--- src/rtl/clk_divider_bank.sv ---
// Bank of independent programmable clock dividers producing per-channel strobes and
// square-type waves, with glitch-free divider updates at period boundaries and global re-sync.
module clk_divider_bank #(
  parameter int unsigned NUM_CH = 4,
  parameter int unsigned DIV_W  = 32,
  localparam int unsigned CH_W  = (NUM_CH > 1) ? $clog2(NUM_CH) : 1
) (
  input  logic              i_clk,
  input  logic              i_rst_n,
  input  logic              i_wr_en,
  input  logic [CH_W-1:0]   i_wr_ch,
  input  logic [DIV_W-1:0]  i_wr_div,
  input  logic              i_wr_run,
  input  logic              i_wr_oneshot,
  input  logic              i_sync,
  output logic [NUM_CH-1:0] o_strobe,
  output logic [NUM_CH-1:0] o_wave,
  output logic [NUM_CH-1:0] o_active,
  output logic [NUM_CH-1:0] o_pending
);

  logic [DIV_W-1:0] cnt_q [NUM_CH];
  logic [DIV_W-1:0] cnt_n [NUM_CH];
  logic [DIV_W-1:0] div_q [NUM_CH];
  logic [DIV_W-1:0] div_n [NUM_CH];
  logic [DIV_W-1:0] shd_q [NUM_CH];
  logic [DIV_W-1:0] shd_n [NUM_CH];

  // run: a strobe has occurred since the last (re)start, so the wave may be high.
  // tail: oneshot channel finishing its wave high phase after going inactive.
  logic [NUM_CH-1:0] act_q, act_n, pend_q, pend_n, one_q, one_n;
  logic [NUM_CH-1:0] run_q, run_n, tail_q, tail_n;
  logic [NUM_CH-1:0] strobe_q, strobe_n, wave_q, wave_n;
  logic [NUM_CH-1:0] hit, bound;
  logic              wr_dis;

  // Next-state: count/boundary first, then sync, then the write, then wave decode.
  always_comb begin
    cnt_n    = cnt_q;
    div_n    = div_q;
    shd_n    = shd_q;
    act_n    = act_q;
    pend_n   = pend_q;
    one_n    = one_q;
    run_n    = run_q;
    tail_n   = tail_q;
    strobe_n = '0;
    wave_n   = '0;
    hit      = '0;
    bound    = '0;
    wr_dis   = (!i_wr_run) || (i_wr_div < DIV_W'(2));
    for (int unsigned c = 0; c < NUM_CH; c++) begin
      hit[c]   = i_wr_en && (i_wr_ch == CH_W'(c));
      bound[c] = act_q[c] && !i_sync && (cnt_q[c] == div_q[c] - DIV_W'(1));
      if (act_q[c] && i_sync) begin
        cnt_n[c] = '0;
        run_n[c] = 1'b0;
        if (pend_q[c]) begin
          div_n[c]  = shd_q[c];
          pend_n[c] = 1'b0;
        end
      end else if (bound[c]) begin
        strobe_n[c] = 1'b1;
        cnt_n[c]    = '0;
        run_n[c]    = 1'b1;
        if (pend_q[c]) begin
          div_n[c]  = shd_q[c];
          pend_n[c] = 1'b0;
        end
        if (one_q[c]) begin
          act_n[c]  = 1'b0;
          tail_n[c] = 1'b1;
        end
      end else if (act_q[c] || tail_q[c]) begin
        cnt_n[c] = cnt_q[c] + DIV_W'(1);
      end
      if (i_sync) begin
        tail_n[c] = 1'b0;
      end
      if (hit[c]) begin
        if (wr_dis) begin
          act_n[c]    = 1'b0;
          tail_n[c]   = 1'b0;
          pend_n[c]   = 1'b0;
          run_n[c]    = 1'b0;
          one_n[c]    = 1'b0;
          strobe_n[c] = 1'b0;
          cnt_n[c]    = '0;
        end else if (!act_q[c]) begin
          act_n[c]  = 1'b1;
          tail_n[c] = 1'b0;
          pend_n[c] = 1'b0;
          run_n[c]  = 1'b0;
          one_n[c]  = i_wr_oneshot;
          div_n[c]  = i_wr_div;
          cnt_n[c]  = '0;
        end else begin
          one_n[c] = i_wr_oneshot;
          // On a boundary or a sync edge the new ratio governs the period starting now.
          if (bound[c] || i_sync) begin
            div_n[c]  = i_wr_div;
            pend_n[c] = 1'b0;
          end else begin
            shd_n[c]  = i_wr_div;
            pend_n[c] = 1'b1;
          end
        end
      end
      if (tail_n[c] && (cnt_n[c] >= (div_n[c] >> 1))) begin
        tail_n[c] = 1'b0;
        cnt_n[c]  = '0;
      end
      wave_n[c] = ((act_n[c] && run_n[c]) || tail_n[c]) && (cnt_n[c] < (div_n[c] >> 1));
    end
  end

  // State and output registers.
  always_ff @(posedge i_clk) begin
    if (!i_rst_n) begin
      for (int unsigned c = 0; c < NUM_CH; c++) begin
        cnt_q[c] <= '0;
        div_q[c] <= '0;
        shd_q[c] <= '0;
      end
      act_q    <= '0;
      pend_q   <= '0;
      one_q    <= '0;
      run_q    <= '0;
      tail_q   <= '0;
      strobe_q <= '0;
      wave_q   <= '0;
    end else begin
      cnt_q    <= cnt_n;
      div_q    <= div_n;
      shd_q    <= shd_n;
      act_q    <= act_n;
      pend_q   <= pend_n;
      one_q    <= one_n;
      run_q    <= run_n;
      tail_q   <= tail_n;
      strobe_q <= strobe_n;
      wave_q   <= wave_n;
    end
  end

  assign o_strobe  = strobe_q;
  assign o_wave    = wave_q;
  assign o_active  = act_q;
  assign o_pending = pend_q;

endmodule
--- config.mk ---
export PLATFORM = sky130hd
export DESIGN_NAME = clk_divider_bank
export DESIGN_NICKNAME = d
export VERILOG_FILES = /design/src/rtl/clk_divider_bank.sv
export SDC_FILE = /design/constraint.sdc
export NUM_CORES = 1
export LEC_CHECK = 0
export ABC_CLOCK_PERIOD_IN_PS = 13200
export BUFFER_PORTS_ARGS = -buffer_cell sky130_fd_sc_hd__buf_4
export CORE_MARGIN = 1
export CORE_UTILIZATION = 40
export DETAILED_ROUTE_END_ITERATION = 7
export GPL_ROUTABILITY_DRIVEN = 0
export PLACE_DENSITY_LB_ADDON = 0.15
export SETUP_SLACK_MARGIN = 0.3
export SLEW_MARGIN = 20
export SYNTH_ARGS = -nofsm -noshare
export SYNTH_HDL_FRONTEND = slang
export SYNTH_SLANG_ARGS = --single-unit
export TNS_END_PERCENT = 10
--- constraint.sdc ---
create_clock -name i_clk -period 13.2 [get_ports i_clk]
set_input_delay 2.64 -clock i_clk [delete_from_list [all_inputs] [get_ports i_clk]]
set_output_delay 2.64 -clock i_clk [all_outputs]
set_load 0.01 [all_outputs]
==> reports/metrics.yaml <==
fp.coreArea_mm2: 0.0743
power.density_mw_per_mm2: 97.9
ant_nets: 0
synth-simple-area-share_pct: 25.1
rows: 100
clkPwrFrac_pct: 46.1
muxShareOfSynthArea_pct: 10.1
track_usage_pct: 24.8
synth_area_leader_cell: "dfxtp_1"
hold_viol: 0
p_sw_mw: 0.889
die_area_mm2: 0.0761
cp-end-kind: "flop"
synth_xor_area_share_pct: 7.82
synth_top_family_by_area: "simple AND/OR/NAND/NOR gates"
root_buffer: "clkbuf_16"
post_cts_buffers: 0
die_x_um: 276
slew_viol_final: 0
critPathLaunchType: "flop"
port_buffers: 55
crit_type: "reg2reg"
die_y_um: 276
htreeDepth: 2
synth_area_leaders: "dfxtp_1 (27%), ha_1 (11%), mux2i_1 (8.8%), nor2_1 (7.8%), xnor2_1 (4.4%)"
power_frac_seq_pct: 39.9
area_growth_pct: 9.40
final_cells: 4690
cts_hold_buf: 0
async_reset_ff_share_pct: 0
cts_buffer_depth: 3
dp_cells: 4603
final_common_cell: "nor2_1"
fin_skew_ns: 0.0250
synthAdderAreaFrac_pct: 10.5
post_drt_wl_per_cell_um: 20.3
io_pins: 56
wl_mm: 95.3
ys_ff_latch: 412
netlist_instances: 3772
critical_path_buf_inv_count: 3
cap_violations: 0
finalNetCount: 3979
antenna_found_initial: 9
most-common-layout-cells: "nor2_1 (622), dfxtp_1 (412), mux2i_1 (265)"
drive_gt1_share_pct: 8.09
p_sw_share_pct: 27.6
status: "finished, violations left"
drc: 2
cts.sinks: 412
slowest_delay_ns: 0.99
finalInstanceArea_mm2: 0.0328
ys_types: 87
cts_resized: 0
cp_max_fo: 27
gr-total-overflow: 0
yosysSeqAreaShare_pct: 27.5
finalSetupTns_ns: 0
grt_pass1_wl_mm: 147
viasPerCell: 5.58
arrival_ns: 10.85
rsz0062_at_grt: "no"
first_pass_iters: 7
dr_total_vias: 26163
cts_buffers: 50
combinationalPowerShare_pct: 14.1
cts_tree: "done"
cpMostUsedCell: "a21o_1"
violations: "DRC"
clock_latency_ns: 0.61
power.total_mw: 3.22
path_clk_slew_ns: 0.06
synth_area_mm2: 0.0300
static-leakage-power_nw: 15.1
detailed_place_hpwl_mm: 72.1
relSlewSlack_pct: 24.7
ir_drop_mv: 0.102
grt_max_degree: 110
avgSynthCellArea_um2: 7.96
fin_crit_ns: 10.32
critPathRequiredTime_ns: 13.73
yosys_warnings: 0
timing.final.crit_share_pct: 78.2
syn_nets: 4064
initial_core_util_pct: 40.4
hold_class: "reg2reg"
synth_top_cell_area_share_pct: 27.5
setup_viol: 0
synth_edf_count: 0
slowest_stage: "a2111oi_0"
grt_pass1_vias: 24658
p_int_mw: 2.33
synth_compound_area_share_pct: 14.0
dpl-instance-area_mm2: 0.0311
drt_first_iter_violations: 1997
fmax_mhz: 96.9
tightestPinTransition_ns: 1.10
crit_family: "compound AO/OA/AOI/OAI gates"
synth_top_flop_cell: "dfxtp_1"
[sequential cells by signal, indices dropped and copies added (netlist names)]
signal,flops
cnt_q,128
div_q,128
o_active,4
o_pending,4
o_strobe,4
o_wave,4
one_q,4
run_q,4
shd_q,128
tail_q,4
[worst reg2reg max path: cells and delay by family, from the launching register on]
family / cells / cell delay [ns]
flops: 1 / 0.37
compound gates: 17 / 4.27
fa+ha+maj: 3 / 0.86
buf+inv: 3 / 0.63
mux: 2 / 0.77
simple gates: 10 / 3.36
[cell usage after synthesis (15+ instances only)]
master     number
xnor2_1       151
dfxtp_1       412
mux2i_1       265
nand2b_1       94
nor2_1        622
nand3_1        78
o211a_1        37
nor4_1         58
nand4_1        95
or3_1          26
nand2_1       207
a21oi_1       157
ha_1          252
mux2_2         34
and2_1         20
xor2_1        112
o2111ai_1      15
and3_1         30
nor2b_1        26
or4_1          31
and4_1         21
o21ai_0       175
clkbuf_1      191
inv_1         157
o211ai_1       15
or2_2          57
nor3_1         79
a21o_1         97
a211oi_1       24
[cell families (layout without fill, tap and decap cells)]
| kind of cell | count (synthesis) | count (layout) |
|---|---|---|
| xor gates and xnor gates | 265 | 265 |
| buffers and inverters | 383 | 331 |
| AOI/OAI and AO/OA | 641 | 641 |
| adders and majority gates | 253 | 253 |
| muxes | 299 | 299 |
| other | 0 | 1 |
| and+or+nand+nor | 1519 | 1519 |
| DFF | 412 | 412 |
[final cells by class]
cell class              instances  area, um^2
fillers                      7655       41500
flip-flops and latches        412        8250
clock inverters                16         262
multi-input cells            2977       20400
well taps                     969        1210
repair buffers                 89         688
inverters                     157         594
clock buffers                  69        1470
diodes                          1        2.50
[final timing paths]
check             startpoint     endpoint  slack, ns  cells past startpoint
hold / removal      one_q[1]  o_active[1]       0.49                      1
setup / recovery   div_q[64]    o_wave[1]       2.88                     35
setup reg to reg   div_q[64]    o_wave[1]       2.88                     35
hold reg to reg     one_q[1]  o_active[1]       0.49                      1
[power by group through the flow]
stage          sequential, mW  clock [mW]  combinational [mW]
4_1_cts                  1.28        1.52               0.447
5_1_grt                  1.28        1.56               0.499
6_report                 1.28        1.48               0.452
3_5_place_dp             1.31           0               0.444
3_3_place_gp             1.31           0               0.445
2_1_floorplan            1.29           0               0.319
[metal layers]
metal	track usage [%]	routed length, um	vias up
li1	-	-	13143
met1	31.8	42100	12325
met2	42.3	45300	552
met3	4.21	5200	129
met4	6.97	2460	14
met5	0.940	177	-
[stage by stage]
stage	hold WS, ns	worst slack [ns]	util [%]
after floorplan	0.442	4.60	-
after global placement	0.473	2.88	41.8
after detailed placement	0.478	2.86	41.8
after CTS	0.491	2.82	44.1
after global routing	0.513	2.37	44.2
final	0.490	2.88	44.2
Power figures use the tool's default switching activity.
